**src/rtl/apu_dma_pkg.sv**
```systemverilog
// Shared types and constants for the APU DMA sequencer.
// Holds the state encoding, the OAM put port, get/put parity values and the get-cycle arbiter.
package apu_dma_pkg;

  typedef enum logic [2:0] {
    S_IDLE,
    S_HALT,
    S_ALIGN,
    S_OAM_GET,
    S_OAM_PUT,
    S_DMC_GET
  } dma_state_e;

  localparam logic [15:0] SPR_PORT_DEFAULT = 16'h2004;

  localparam logic PAR_GET = 1'b0;
  localparam logic PAR_PUT = 1'b1;

  // DMC always wins a get slot; the OAM read simply slides to the next get.
  function automatic dma_state_e pick_get(input logic dmc_pend, input logic oam_pend);
    if (dmc_pend) return S_DMC_GET;
    if (oam_pend) return S_OAM_GET;
    return S_IDLE;
  endfunction

endpackage

```
**src/rtl/dma_get_put_parity.sv**
```systemverilog
// Free-running get/put parity plus halt-cycle detection.
// Decides whether the cycle after the halt needs an extra alignment cycle.
module dma_get_put_parity
  import apu_dma_pkg::*;
(
  input  logic clk_i,
  input  logic res_i,
  input  logic halting_i,
  input  logic cpu_rnw_i,
  output logic halt_done_o,
  output logic need_align_o
);

  logic parity_q;

  always_ff @(posedge clk_i) begin
    if (res_i) begin
      parity_q <= PAR_GET;
    end else begin
      parity_q <= ~parity_q;
    end
  end

  // The core only stops on a read, so a write cycle keeps the halt pending.
  assign halt_done_o  = halting_i & cpu_rnw_i;
  assign need_align_o = halt_done_o & (parity_q == PAR_GET);

endmodule

```
**src/rtl/dma_sequencer.sv**
```systemverilog
// APU DMA sequencer: OAM sprite DMA via $4014 and DMC sample fetch, with the core held off via RDY.
// All bus controls are registered and decoded from the next state.
module dma_sequencer
  import apu_dma_pkg::*;
#(
  parameter logic [15:0] SPR_PORT = SPR_PORT_DEFAULT,
  parameter int unsigned N_BYTES  = 256
) (
  input  logic        clk_i,
  input  logic        res_i,
  input  logic        w4014_i,
  input  logic [7:0]  db_in_i,
  input  logic        cpu_rnw_i,
  input  logic        dmc_req_i,
  input  logic [15:0] dmc_addr_i,
  output logic        rdy_o,
  output logic [15:0] addr_o,
  output logic        addr_oe_o,
  output logic        rnw_dma_o,
  output logic        spr_ppu_o,
  output logic        dmc_ack_o,
  output logic        oam_busy_o
);

  localparam logic [7:0] CNT_MASK = 8'(N_BYTES - 1);

  dma_state_e  state_q, state_d;
  logic [7:0]  page_q, page_d;
  logic [7:0]  cnt_q, cnt_d;
  logic        oam_pend_q, oam_pend_d;
  logic        dmc_pend_q, dmc_pend_d;
  logic        rdy_q, addr_oe_q, rnw_dma_q, spr_ppu_q, dmc_ack_q;
  logic [15:0] addr_q;
  logic        halt_done, need_align, oam_accept, last_put;

  dma_get_put_parity u_parity (
    .clk_i        (clk_i),
    .res_i        (res_i),
    .halting_i    (state_q == S_HALT),
    .cpu_rnw_i    (cpu_rnw_i),
    .halt_done_o  (halt_done),
    .need_align_o (need_align)
  );

  assign oam_accept = w4014_i & ~oam_pend_q;
  assign last_put   = (state_q == S_OAM_PUT) && (cnt_q == CNT_MASK);

  // Pending requests include this cycle's strobes so RDY drops the very next cycle.
  always_comb begin
    page_d     = page_q;
    cnt_d      = cnt_q;
    oam_pend_d = oam_pend_q;
    dmc_pend_d = dmc_pend_q | dmc_req_i;

    if (oam_accept) begin
      page_d     = db_in_i;
      cnt_d      = '0;
      oam_pend_d = 1'b1;
    end

    if (state_q == S_OAM_PUT) begin
      cnt_d = (cnt_q + 8'd1) & CNT_MASK;
      if (last_put) oam_pend_d = 1'b0;
    end

    state_d = state_q;
    case (state_q)
      S_IDLE:    if (oam_pend_d | dmc_pend_d) state_d = S_HALT;
      S_HALT:    if (halt_done) state_d = need_align ? S_ALIGN : pick_get(dmc_pend_d, oam_pend_d);
      S_ALIGN:   state_d = pick_get(dmc_pend_d, oam_pend_d);
      S_OAM_PUT: state_d = pick_get(dmc_pend_d, oam_pend_d);
      S_OAM_GET: state_d = S_OAM_PUT;
      S_DMC_GET: state_d = S_ALIGN;
      default:   state_d = S_IDLE;
    endcase

    if (state_d == S_DMC_GET) dmc_pend_d = 1'b0;
  end

  // ALIGN doubles as the dead put slot that follows a DMC fetch.
  always_ff @(posedge clk_i) begin
    if (res_i) begin
      state_q    <= S_IDLE;
      page_q     <= '0;
      cnt_q      <= '0;
      oam_pend_q <= 1'b0;
      dmc_pend_q <= 1'b0;
      rdy_q      <= 1'b1;
      addr_oe_q  <= 1'b0;
      addr_q     <= '0;
      rnw_dma_q  <= 1'b1;
      spr_ppu_q  <= 1'b0;
      dmc_ack_q  <= 1'b0;
    end else begin
      state_q    <= state_d;
      page_q     <= page_d;
      cnt_q      <= cnt_d;
      oam_pend_q <= oam_pend_d;
      dmc_pend_q <= dmc_pend_d;
      rdy_q      <= (state_d == S_IDLE);
      addr_oe_q  <= (state_d inside {S_OAM_GET, S_OAM_PUT, S_DMC_GET});
      rnw_dma_q  <= (state_d != S_OAM_PUT);
      spr_ppu_q  <= (state_d == S_OAM_PUT);
      dmc_ack_q  <= (state_d == S_DMC_GET);
      case (state_d)
        S_OAM_GET: addr_q <= {page_d, cnt_d};
        S_OAM_PUT: addr_q <= SPR_PORT;
        S_DMC_GET: addr_q <= dmc_addr_i;
        default:   addr_q <= '0;
      endcase
    end
  end

  assign rdy_o      = rdy_q;
  assign addr_o     = addr_q;
  assign addr_oe_o  = addr_oe_q;
  assign rnw_dma_o  = rnw_dma_q;
  assign spr_ppu_o  = spr_ppu_q;
  assign dmc_ack_o  = dmc_ack_q;
  assign oam_busy_o = oam_pend_q;

endmodule

```
**config.mk**
```make
export PLATFORM = sky130hd
export DESIGN_NAME = dma_sequencer
export DESIGN_NICKNAME = d
export VERILOG_FILES = /design/src/rtl/apu_dma_pkg.sv /design/src/rtl/dma_get_put_parity.sv /design/src/rtl/dma_sequencer.sv
export SDC_FILE = /design/constraint.sdc
export NUM_CORES = 1
export LEC_CHECK = 0
export ABC_CLOCK_PERIOD_IN_PS = 2350
export BUFFER_PORTS_ARGS = -buffer_cell sky130_fd_sc_hd__buf_2
export CELL_PAD_IN_SITES_DETAIL_PLACEMENT = 0
export CELL_PAD_IN_SITES_GLOBAL_PLACEMENT = 1
export CORE_MARGIN = 3
export CORE_UTILIZATION = 38
export CTS_CLUSTER_SIZE = 25
export DETAILED_ROUTE_END_ITERATION = 8
export HOLD_SLACK_MARGIN = 0.05
export MAX_ROUTING_LAYER = met4
export PLACE_DENSITY_LB_ADDON = 0.1
export SLEW_MARGIN = 20
export SYNTH_ARGS = -nofsm -noshare
export SYNTH_HDL_FRONTEND = slang
export SYNTH_HIERARCHICAL = 1
export SYNTH_SLANG_ARGS = --single-unit
```
**constraint.sdc**
```tcl
create_clock -name clk_i -period 2.35 [get_ports clk_i]
set_input_delay 0.235 -clock clk_i [delete_from_list [all_inputs] [get_ports clk_i]]
set_output_delay 0.235 -clock clk_i [all_outputs]
set_load 0.005 [all_outputs]
```
# --- Word-level counts from Yosys, hierarchy flattened ---
# Cells that the tools add are included.
op_classes:
  n_addsub: 1
  mul: 0
  n_div: 0
  magnitude_cmp: 0
  eq_ne: 10
  shift: 0
  n_mux: 32
  bitwise_logic: 7
  reduce_logical: 5
ops:
  columns: ["cell", "count"]
  rows:
  - ["$pmux W16 S3", 1]
  - ["$mux W3", 11]
  - ["$mux W8", 3]
  - ["$pmux W3 S6", 1]
  - ["$mux W1", 16]
  - ["$eq A3 B3 Y1 const B", 4]
  - ["$eq A3 B2 Y1 const B", 3]
  - ["$add A8 B1 Y8 const B", 1]
  - ["$eq A8 B8 Y1 const B", 1]
  - ["$logic_not A3 Y1", 2]
  - ["$and A1 B1 Y1", 3]
  - ["$eq A3 B1 Y1 const B", 1]
  - ["$ne A3 B3 Y1 const B", 1]
  - ["$reduce_bool A3 Y1", 1]
  - ["$not A1 Y1", 2]
  - ["$or A1 B1 Y1", 2]
  - ["$reduce_or A2 Y1", 1]
  - ["$logic_and A1 B1 Y1", 1]
word_totals:
  register_bits: 43
  latchBits: 0
  mem_bits_rw: 0
  romBits: 0
  output_inout_bits: 22
  memories: 0

# --- Longest topological paths before layout ---
# Gate-level depths: netlist of the first run.
logic_depth:
  depth_word: 16
  depth_mapped: 9

# --- Modules after synthesis ---
# The synthesis of the first run kept the hierarchy.
by_module_without_submodules:
  columns: ["mod", "n_inst", "cells_each", "area_each_um2", "seq_area_each_um2"]
  rows:
  - ["dma_sequencer", 1, 179, 1749.2, 840.8]
  - ["dma_get_put_parity", 1, 4, 38.8, 20.0]

# --- Worst setup path after synthesis of the first run ---
# OpenSTA, ideal clock, no wires.
synth_path:
  path_type: "reg2reg"
  from: "register state_q[0]"
  to: "register rdy_q, in the netlist rdy_o"
  setup_time_ps: 136
  arrival_ps: 1844
  required_time_ps: 2214
  path_slack_ps: 370
  path_stages_with_launch: 8
  path_buffers: 1
  cell_sequence: "dfxtp_1 > buf_2 > nor3b_1 > and2_1 > or4b_1 > o21a_1 > o2bb2ai_2 > o31ai_4"
synth_between:
  word_cells_on_any_way: 32
  cone_classes: "5 x eq/ne; 21 x mux; 3 x bitwise; 3 x reduce/logical"
synth_lines:
  columns: ["item", "line", "rtl"]
  rows:
  - ["from (decl)", "dma_sequencer.sv:27", "dma_state_e state_q, state_d;"]
  - ["from (signal assigned)", "dma_sequencer.sv:95", "state_q <= state_d;"]
  - ["$eq A3 B1 Y1 *", "dma_sequencer.sv:39", ".halting_i (state_q == S_HALT),"]
  - ["$and A1 B1 Y1 *", "dma_get_put_parity.sv:25", "assign halt_done_o = halting_i & cpu_rnw_i;"]
  - ["net halt_done", "dma_sequencer.sv:34", "logic halt_done, need_align, oam_accept, last_put;"]
  - ["$and A1 B1 Y1", "dma_get_put_parity.sv:26", "assign need_align_o = halt_done_o & (parity_q == PAR_GET);"]
  - ["$mux W3", "dma_sequencer.sv:69", "S_HALT: if (halt_done) state_d = need_align ? S_ALIGN : pick_get(dmc_pend_d, oam_pend_d);"]
  - ["$mux W3 *", "dma_sequencer.sv:69", null]
  - ["$pmux W3 S6 *", "dma_sequencer.sv:67", "case (state_q)"]
  - ["$logic_not A3 Y1 *", "dma_sequencer.sv:100", "rdy_q <= (state_d == S_IDLE);"]
  - ["to (signal assigned)", "dma_sequencer.sv:100", null]
  - ["to (decl)", "dma_sequencer.sv:32", "logic rdy_q, addr_oe_q, rnw_dma_q, spr_ppu_q, dmc_ack_q;"]
# Mark *: on every way through the listed nets, which the timed path passes. The rest lies on a longest branch. The select of a mux whose other input is x is not followed.
# A chain may end at the register's enable or synchronous reset.

# --- Worst setup path in the final report of the first run ---
layout_path:
  from: "register state_q[1]"
  to: "register addr_oe_q, in the netlist addr_oe_o"
layout_between:
  word_cells_on_any_way: 35
  cone_classes: "8 x eq/ne; 21 x mux; 3 x bitwise; 3 x reduce/logical"
layout_lines:
  columns: ["item", "line", "rtl"]
  rows:
  - ["$eq A3 B1 Y1 *", "dma_sequencer.sv:39", null]
  - ["$and A1 B1 Y1 *", "dma_get_put_parity.sv:25", null]
  - ["net halt_done", "dma_sequencer.sv:34", null]
  - ["$and A1 B1 Y1", "dma_get_put_parity.sv:26", null]
  - ["$mux W3", "dma_sequencer.sv:69", null]
  - ["$mux W3 *", "dma_sequencer.sv:69", null]
  - ["$pmux W3 S6 *", "dma_sequencer.sv:67", null]
  - ["$eq A3 B2 Y1 / $eq A3 B3 Y1 (equally long branches)", "dma_sequencer.sv:101", "addr_oe_q <= (state_d inside {S_OAM_GET, S_OAM_PUT, S_DMC_GET});"]
  - ["$reduce_bool A3 Y1 *", "dma_sequencer.sv:101", null]
  - ["to (signal assigned)", "dma_sequencer.sv:101", null]
  - ["to (decl)", "dma_sequencer.sv:32", null]
# Marks and branches as above.

==> qor.txt, run 1 <==
worst r2r path cells = 6
most common cell after layout, fill and taps aside = buf_2
CTS tree = done
f_max = 466 MHz
skew final = 0.00872 ns
ANT cells = 0
per-cell routed wire length = 14.6 µm
kind of end point of the critical path = flip-flop
status = finished clean
final setup violation count = 0
RSZ-0062 raised after global routing = false
Setup TNS = 0 ns
Lkg Pwr = 0.934 nW
Peak VDD IR = 0.000352 V
postcts setup bufs = 0
Via-to-Cell Ratio = 5.34
Filler cells = 440
Hold Buf Count CTS = 0
Worst Hold Class = in -> reg
Startpoint Class = flip-flop
crit path time final = 2.15 ns
Synth top area share = 48.1%
Max Root-Sink Buffers = 2
core area = 4440 µm²
fin crit share = 91.4%
Switching Fraction = 24.9%
critical path's top delay family = simple AND/OR/NAND/NOR gates
Post-DP HPWL = 3040 µm
Inst Count DP = 277
CTS root buffer = clkbuf_8
Worst R2R Start = state_q[1]$_SDFF_PP0_
Post-route DRC = 0
#FFs+latches synth = 43
DR vias = 1516
Max Cap Viol = 0
EDFF count, synth = 0
largest area contributor in the netlist = dfxtp_1
Seq/Total Area, Yosys = 48.1%
antenna-violating nets left = 0
die area = 5560 µm²
Most used DFF post-synth = dfxtp_1
crit path DAT = 2.36 ns
Psw = 0.000358 W
final wirelength = 4140 µm
max_slew headroom = 59.4%
Highest Signal Layer = met4
worst setup path end = addr_oe_o$_SDFF_PP0_
Pint = 0.00108 W
Worst-Margin Slew = 0.608 ns
drt pass-1 iters = 4
GPL Wtd Cong = 0.796
final net count = 262
Global Route Usage Sum = 16.2%
worst endpoint required time = 2.57 ns
Crit path largest cell delay = 0.51 ns
Area contributors post-synth = dfxtp_1 48%, a32o_1 8.4%, nand2_1 4.4%
met2 WL post-DR = 2100 µm
Register Area = 861 µm²
htree depth = 2
I/O pin count = 51
share of post-route cells with drive strength above 1 = 30.6%
initial antenna violation count = 0
Async S/R FF share, synth = 0%
Synth Instances = 183
first-pass GRT wire length = 6660 µm
crit path cell chain = nor3b_1 -> and2_1 -> or4b_1 -> o21a_1 -> o2bb2ai_2 -> o21bai_1
Clock Sinks = 43
max-slew violations = 0
Ys Warns = 6
critical path's slowest cell = or4b_1
DRT iter0 DRCs = 70
final std cells w/o fill = 284
Net Count, Synth = 213
clk slew on worst S/H paths = 0.08 ns
power share of the sequential group = 53.9%
Setup CP Type = reg -> reg
mean area per synthesized cell = 9.77 µm²
Final Hold Fails = 0
met1 wire length = 1790 µm
die height = 74.6 µm
Worst Path Buf+Inv = 0
synthesized area = 1790 µm²
horizontal die dimension = 74.6 µm
gr ovfl total = 0
row count = 24
Resized Gates After CTS = 0
maximum number of pins on one net before global-route repair = 27
most frequent cells in the layout = 50 x buf_2, 43 x dfxtp_1, 21 x nand2_1
PD cells = 666 nW/µm²
Clk network pwr share = 32.1%
Initial Util = 40.2%
number of global-route vias before repair = 1436
multi-input combinational cell area = 831 µm²
Layout area overhead = 20.7%
TritonCTS buffer count = 5
CP startpoint = state_q[1]$_SDFF_PP0_
metal3 WL = 208 µm
number of port buffers = 50
cell depth of the worst setup path = 6
Yosys cell types = 43
R2R Path End = addr_oe_o$_SDFF_PP0_
clock network latency to the later pin of the worst-skew pair = 0.28 ns
crit path max fanout = 12
Layout Utilization = 48.6%
combinational share of power = 14.0%
reg-to-reg slack, setup = 0.20 ns
==> logic make-up after synthesis <==
family / after synthesis / synth area share, %
buffers and inverters: 19 / 5.39
and+or+nand+nor: 57 / 16.5
DFF: 43 / 48.1
muxes: 3 / 1.82
AOI/OAI and AO/OA: 59 / 26.9
adders and majority gates: 1 / 0.700
xor gates and xnor gates: 1 / 0.490
==> sequential cells by signal, indices dropped and copies added (netlist names) <==
signal	count
addr_o	16
cnt_q	8
page_q	8
state_q	3
addr_oe_o	1
dmc_ack_o	1
dmc_pend_q	1
oam_busy_o	1
rdy_o	1
rnw_dma_o	1
spr_ppu_o	1
u_parity/parity_q	1
==> worst register-to-register path, stage by stage, from the launching register on <==
cell and delay [ns]:
dfxtp_1 0.41, nor3b_1 0.34, and2_1 0.25, or4b_1 0.51, o21a_1 0.21, o2bb2ai_2 0.23, o21bai_1 0.14
==> cell type report <==
cell class / count / area share (%)
Tap cell: 52 / 3.01
Timing Repair Buffer: 56 / 13.7
Sequential cell: 43 / 39.9
Inverter: 5 / 0.870
Clock buffer: 6 / 3.83
Multi-Input combinational cell: 121 / 38.5
Clock inverter: 1 / 0.232
==> metal layers <==
layer	global-route usage, %	vias up
li1	-	774
met5	-	-
met2	26.1	39
met1	19.9	699
met4	4.74	0
met3	4.46	4
==> Yosys cell counts (2+ instances only) <==
cell and instances:
dfxtp_1 43, o32ai_1 2, a21oi_1 13, a32oi_1 3
buf_6 2, nor3_1 3, nand4_1 2, nor2_1 8
nand2b_1 4, nand2_1 21, buf_2 5, a32o_1 15
inv_1 5, nor2b_1 3, nor4_1 3, nor3b_1 3
mux2_2 2, a21o_1 4, o21ai_0 6, and2_1 3
clkbuf_1 6, nand3_1 2, o21a_1 5
==> power groups by stage <==
stage | clock network, W | registers [W] | logic, W
global placement | 0 | 0.000791 | 0.000199
CTS | 0.000478 | 0.000775 | 0.000203
detailed placement | 0 | 0.000792 | 0.000202
floorplan | 0 | 0.000789 | 0.000134
global route | 0.000518 | 0.000779 | 0.000224
finish | 0.000462 | 0.000775 | 0.000201
==> worst min-delay path by stage <==
stage	from	end	slack, ns	depth (start not counted)
after floorplan	res_i	u_parity/parity_q$_SDFF_PP0_	0.30	1
after global placement	u_parity/parity_q$_SDFF_PP0_	u_parity/parity_q$_SDFF_PP0_	0.40	1
after detailed placement	u_parity/parity_q$_SDFF_PP0_	u_parity/parity_q$_SDFF_PP0_	0.40	1
after CTS	dmc_addr_i[7]	addr_o[7]$_SDFF_PP0_	0.16	2
after global routing	dmc_addr_i[10]	addr_o[10]$_SDFF_PP0_	0.15	2
final	dmc_addr_i[15]	addr_o[15]$_SDFF_PP0_	0.16	2
==> through the flow <==
stage          hold WS (ns)  power (W)  area, µm²  setup slack, ns
3_3_place_gp          0.400   0.000990       2070            0.318
3_5_place_dp          0.404   0.000994       2070            0.209
5_1_grt               0.148    0.00152       2160           0.0831
4_1_cts               0.155    0.00146       2160            0.186
6_report              0.159    0.00144       2160            0.203
2_1_floorplan         0.302   0.000923       1790            0.370
(Power assumes the default switching activity.)
==> run 2: changes to the inputs <==
--- a/config.mk
+++ b/config.mk
@@ -9,6 +9,7 @@
 export BUFFER_PORTS_ARGS = -buffer_cell sky130_fd_sc_hd__buf_2
 export CELL_PAD_IN_SITES_DETAIL_PLACEMENT = 0
 export CELL_PAD_IN_SITES_GLOBAL_PLACEMENT = 1
+export CORE_ASPECT_RATIO = 1.2
 export CORE_MARGIN = 3
 export CORE_UTILIZATION = 38
 export CTS_CLUSTER_SIZE = 25
==> qor.txt, run 2 (synthesized netlist as in run 1, its figures left out) <==
max_slew headroom = 59.4% (about the same)
maximum number of pins on one net before global-route repair = 27 (unchanged)
clk slew on worst S/H paths = 0.08 ns (about the same)
fin crit share = 92.1% (+0.72 points)
TritonCTS buffer count = 5 (unchanged)
DRT iter0 DRCs = 56 (-20%)
GRT Max-Usage Layer = met2
worst endpoint required time = 2.58 ns (about the same)
final net count = 262 (unchanged)
postcts setup bufs = 0 (unchanged)
crit path cell chain = nor3b_1 -> and2_1 -> or4b_1 -> o21a_1 -> o2bb2ai_2 -> o21bai_1
most common cell after layout, fill and taps aside = buf_2
final std cells w/o fill = 288 (+1.4%)
Global Route Usage Sum = 16.9% (+0.63 points)
RSZ-0062 raised after global routing = false
Switching Fraction = 23.9% (-1.0 points)
Post-route DRC = 0 (unchanged)
grt met1 use = 18.6% (-1.3 points)
met2 Use GR = 28.7% (+2.5 points)
max-slew violations = 0 (unchanged)
final wirelength = 4190 µm (+1.2%)
Startpoint Class = flip-flop
Initial Util = 40.7% (+0.48 points)
Lkg Pwr = 0.939 nW (+0.47%)
Via-to-Cell Ratio = 5.30 (-0.67%)
Layout area overhead = 21.8%
Clock Sinks = 43 (unchanged)
horizontal die dimension = 68.6 µm (-8.0%)
Resized Gates After CTS = 0 (unchanged)
die height = 81.1 µm (+8.8%)
crit path DAT = 2.39 ns (+0.03 ns)
skew final = 0.00431 ns (-0.00441 ns)
final setup violation count = 0 (unchanged)
Setup TNS = 0 ns (unchanged)
CTS tree = done
drt pass-1 iters = 4 (unchanged)
Largest register FFs = 16 (unchanged)
number of global-route vias before repair = 1471 (+2.4%)
Hold Buf Count CTS = 0 (unchanged)
crit path time final = 2.16 ns (+0.0169 ns)
combinational share of power = 13.2% (-0.8 points)
antenna-violating nets left = 0 (unchanged)
PD cells = 700 nW/µm² (+5.1%)
per-cell routed wire length = 14.5 µm (-0.25%)
die area = 5570 µm² (about the same)
share of post-route cells with drive strength above 1 = 30.2% (-0.43 points)
gr ovfl total = 0 (unchanged)
ANT cells = 0 (unchanged)
status = finished clean
Setup CP Type = reg -> reg
Max Root-Sink Buffers = 2 (unchanged)
initial antenna violation count = 0 (unchanged)
Final Hold Fails = 0 (unchanged)
most frequent cells in the layout = 50 x buf_2, 43 x dfxtp_1, 21 x nand2_1
kind of end point of the critical path = flip-flop
clock network latency to the later pin of the worst-skew pair = 0.29 ns (about the same)
Max Cap Viol = 0 (unchanged)
power share of the sequential group = 50.8% (-3.1 points)
GPL Wtd Cong = 0.842 (+5.8%)
Post-DP HPWL = 3090 µm (+1.8%)
I/O pin count = 51 (unchanged)
f_max = 462 MHz (-0.78%)
DR vias = 1527 (+0.73%)
Clk network pwr share = 35.9% (+3.8 points)
Worst-Margin Slew = 0.608 ns (+0.000126 ns)
core area = 4390 µm² (-1.2%)
Inst Count DP = 281 (+1.4%)
htree depth = 2 (unchanged)
row count = 26 (+8.3%)
number of port buffers = 50 (unchanged)
Peak VDD IR = 0.000288 V (-18%)
grt met3 use = 4.29% (-0.17 points)
CTS root buffer = clkbuf_8
Worst Hold Class = in -> reg
reg-to-reg slack, setup = 0.19 ns (-0.02 ns)
Psw = 0.000365 W (+1.8%)
critical path's slowest cell = or4b_1
crit path max fanout = 12 (unchanged)
Pint = 0.00116 W (+7.6%)
first-pass GRT wire length = 6790 µm (+2.0%)
Crit path largest cell delay = 0.49 ns (-0.02 ns)
## run 2: layout make-up
cell class,instances,area [µm²]
repair buffers,56,295
multi-input cells,121,831
flip-flops and latches,43,861
well taps,56,70.1
fillers,426,2210
inverters,5,18.8
clock inverters,1,30.0
clock buffers,6,72.6
## run 2: path summary, 6_finish.rpt
path	startpoint	endpoint	depth (start not counted)
min	dmc_addr_i[5]	addr_o[5]$_SDFF_PP0_	2
max reg2reg	state_q[1]$_SDFF_PP0_	addr_oe_o$_SDFF_PP0_	6
max	state_q[1]$_SDFF_PP0_	addr_oe_o$_SDFF_PP0_	6
min reg2reg	u_parity/parity_q$_SDFF_PP0_	u_parity/parity_q$_SDFF_PP0_	1
## run 2: power groups by stage
stage / combinational (W) / sequential (W) / clock (W)
floorplan: 0.000134 / 0.000789 / 0
finish: 0.000201 / 0.000775 / 0.000548
global placement: 0.000199 / 0.000792 / 0
detailed placement: 0.000203 / 0.000793 / 0
global route: 0.000225 / 0.000779 / 0.000596
CTS: 0.000204 / 0.000776 / 0.000563
## run 2: worst max-delay path: cells and delay by family (launching register included)
family / cells / cell delay [ns]
DFF: 1 / 0.42
AOI/OAI and AO/OA: 3 / 0.56
and+or+nand+nor: 3 / 1.11
## run 2: through the flow
step	worst slack, ns	power, W	hold slack (ns)	util (%)	cell area [µm²]
final	0.186	0.00152	0.148	49.6	2180
after global routing	0.0388	0.00160	0.155	49.6	2180
after CTS	0.182	0.00154	0.140	49.6	2180
after detailed placement	0.199	0.000996	0.400	47.3	2080
after global placement	0.313	0.000991	0.404	47.3	2080
after floorplan	0.370	0.000923	0.302	-	1790
## run 2: metal layers
| metal | vias up | part of all wire (%) |
|---|---|---|
| li1 | 773 | - |
| met1 | 714 | 41 |
| met2 | 36 | 53 |
| met3 | 4 | 5.1 |
| met4 | 0 | 0.88 |
| met5 | - | 0 |
==> run 3: changes to the inputs <==
--- a/config.mk
+++ b/config.mk
@@ -5,12 +5,12 @@
 export SDC_FILE = /design/constraint.sdc
 export NUM_CORES = 1
 export LEC_CHECK = 0
-export ABC_CLOCK_PERIOD_IN_PS = 2350
+export ABC_CLOCK_PERIOD_IN_PS = 2100
 export BUFFER_PORTS_ARGS = -buffer_cell sky130_fd_sc_hd__buf_2
 export CELL_PAD_IN_SITES_DETAIL_PLACEMENT = 0
 export CELL_PAD_IN_SITES_GLOBAL_PLACEMENT = 1
 export CORE_ASPECT_RATIO = 1.2
-export CORE_MARGIN = 3
+export CORE_MARGIN = 2
 export CORE_UTILIZATION = 38
 export CTS_CLUSTER_SIZE = 25
 export DETAILED_ROUTE_END_ITERATION = 8
==> constraint.sdc (replaced) <==
create_clock -name clk_i -period 2.1 [get_ports clk_i]
set_input_delay 0.21 -clock clk_i [delete_from_list [all_inputs] [get_ports clk_i]]
set_output_delay 0.21 -clock clk_i [all_outputs]
set_load 0.005 [all_outputs]
==> qor.txt, run 3 (synthesized netlist as in run 1, its figures left out) <==
htree depth = 2 (unchanged)
Final Hold Fails = 0 (unchanged)
Largest register FFs = 16 (unchanged)
TritonCTS buffer count = 5 (unchanged)
Clk network pwr share = 36.4% (+0.5 points)
status = finished clean
horizontal die dimension = 66.6 µm (-2.9%)
maximum number of pins on one net before global-route repair = 27 (unchanged)
share of post-route cells with drive strength above 1 = 32.3% (+2.2 points)
core area = 4560 µm² (+3.8%)
Setup TNS = 0 ns (unchanged)
Inst Count DP = 285 (+1.4%)
clk slew on worst S/H paths = 0.08 ns (about the same)
DRT iter0 DRCs = 86 (+54%)
Via-to-Cell Ratio = 5.34 (+0.80%)
CTS root buffer = clkbuf_8
final net count = 264 (+0.76%)
Hold WS = 0.121 ns (-0.0263 ns)
drt pass-1 iters = 4 (unchanged)
Lkg Pwr = 0.967 nW (+3.0%)
fin crit share = 93.1% (+1.1 points)
gr ovfl total = 0 (unchanged)
Psw = 0.000426 W (+17%)
Layout area overhead = 24.4%
crit path cell chain = nor3b_2 -> and2_2 -> or4b_1 -> o21a_1 -> o2bb2ai_2 -> o21bai_1
PD cells = 781 nW/µm² (+12%)
die height = 79.1 µm (-2.5%)
Startpoint Class = flip-flop
max_slew headroom = 57.4% (-2.1 points)
max-slew violations = 0 (unchanged)
ANT cells = 0 (unchanged)
Initial Util = 39.2% (-1.5 points)
initial antenna violation count = 0 (unchanged)
antenna-violating nets left = 0 (unchanged)
f_max = 511 MHz (+11%)
power share of the sequential group = 49.9% (-0.9 points)
die area = 5270 µm² (-5.3%)
clock network latency to the later pin of the worst-skew pair = 0.29 ns (about the same)
Clock Sinks = 43 (unchanged)
worst endpoint required time = 2.32 ns (-0.26 ns)
crit path DAT = 2.17 ns (-0.22 ns)
DR vias = 1566 (+2.6%)
critical path's slowest cell = or4b_1
I/O pin count = 51 (unchanged)
Max Cap Viol = 0 (unchanged)
Switching Fraction = 24.5% (+0.62 points)
CTS tree = done
number of port buffers = 50 (unchanged)
first-pass GRT wire length = 7130 µm (+5.0%)
final setup violation count = 0 (unchanged)
Worst Hold Class = in -> reg
row count = 27 (+3.8%)
crit path time final = 1.96 ns (-0.208 ns)
Pint = 0.00131 W (+13%)
Max Root-Sink Buffers = 2 (unchanged)
Setup CP Type = reg -> reg
Peak VDD IR = 0.000485 V (+68%)
most common cell after layout, fill and taps aside = buf_2
crit path max fanout = 5 (-7)
postcts setup bufs = 0 (unchanged)
Post-DP HPWL = 3150 µm (+1.7%)
RSZ-0062 raised after global routing = false
skew final = 0.00778 ns (+0.00347 ns)
Post-route DRC = 0 (unchanged)
GPL Wtd Cong = 0.858 (+1.9%)
kind of end point of the critical path = flip-flop
Crit path largest cell delay = 0.48 ns (about the same)
combinational share of power = 13.7% (+0.5 points)
Worst-Margin Slew = 0.639 ns (+0.0310 ns)
final std cells w/o fill = 293 (+1.7%)
Resized Gates After CTS = 0 (unchanged)
Global Route Usage Sum = 18.4% (+1.5 points)
final wirelength = 4420 µm (+5.5%)
Hold Buf Count CTS = 0 (unchanged)
per-cell routed wire length = 15.1 µm (+3.7%)
number of global-route vias before repair = 1518 (+3.2%)
most frequent cells in the layout = 50 x buf_2, 43 x dfxtp_1, 21 x nand2_1
run 3: changes by cell type in the layout (fill, tap and decap cells not counted):
cell	delta
nor3b_1	-1
buf_12	+1
nor3b_2	+1
clkinv_4	+1
clkinv_2	+1
and2_1	-1
clkbuf_1	-1
buf_4	+1
and2_2	+1
run 3: path summary, 6_finish.rpt:
kind | start | end | slack (ns) | cells after the start
max | state_q[0]$_SDFF_PP0_ | addr_oe_o$_SDFF_PP0_ | 0.14 | 6
min | dmc_addr_i[11] | addr_o[11]$_SDFF_PP0_ | 0.12 | 2
max reg2reg | state_q[0]$_SDFF_PP0_ | addr_oe_o$_SDFF_PP0_ | 0.14 | 6
min reg2reg | u_parity/parity_q$_SDFF_PP0_ | u_parity/parity_q$_SDFF_PP0_ | 0.43 | 1
run 3: layer usage:
| layer | vias up | share of wire (%) | track usage, % |
|---|---|---|---|
| met3 | 7 | 5.7 | 4.11 |
| li1 | 775 | - | - |
| met1 | 732 | 42 | 21.7 |
| met5 | - | 0 | - |
| met2 | 52 | 50 | 30.5 |
| met4 | 0 | 2.2 | 6.33 |
run 3: through the flow:
stage,cell area [µm²],setup slack [ns],utilization [%],total power (W)
6_report,2220,0.144,48.8,0.00174
5_1_grt,2220,0.0217,48.8,0.00182
4_1_cts,2220,0.0443,48.6,0.00176
3_5_place_dp,2110,0.0702,46.2,0.00112
3_3_place_gp,2110,0.123,46.2,0.00112
2_1_floorplan,1790,0.120,-,0.00103
run 3: cell type report:
class                      count  area [µm²]
clock buffer                   5        68.8
clock inverter                 3        43.8
sequential                    43         861
tap                           58        72.6
multi-input combinational    121         837
fill                         457        2340
inverter                       5        18.8
timing repair buffer          58         323
run 3: worst max-delay path: cells and delay by family (launching register included):
family             cells  cell delay [ns]
DFF                    1             0.37
and+or+nand+nor        3             0.95
AOI/OAI and AO/OA      3             0.58
run 3: power groups by stage:
stage | combinational (W) | sequential, W | clock, W
after detailed placement | 0.000238 | 0.000885 | 0
after floorplan | 0.000149 | 0.000883 | 0
final | 0.000238 | 0.000866 | 0.000633
after global routing | 0.000266 | 0.000871 | 0.000685
after global placement | 0.000235 | 0.000883 | 0
after CTS | 0.000239 | 0.000866 | 0.000651
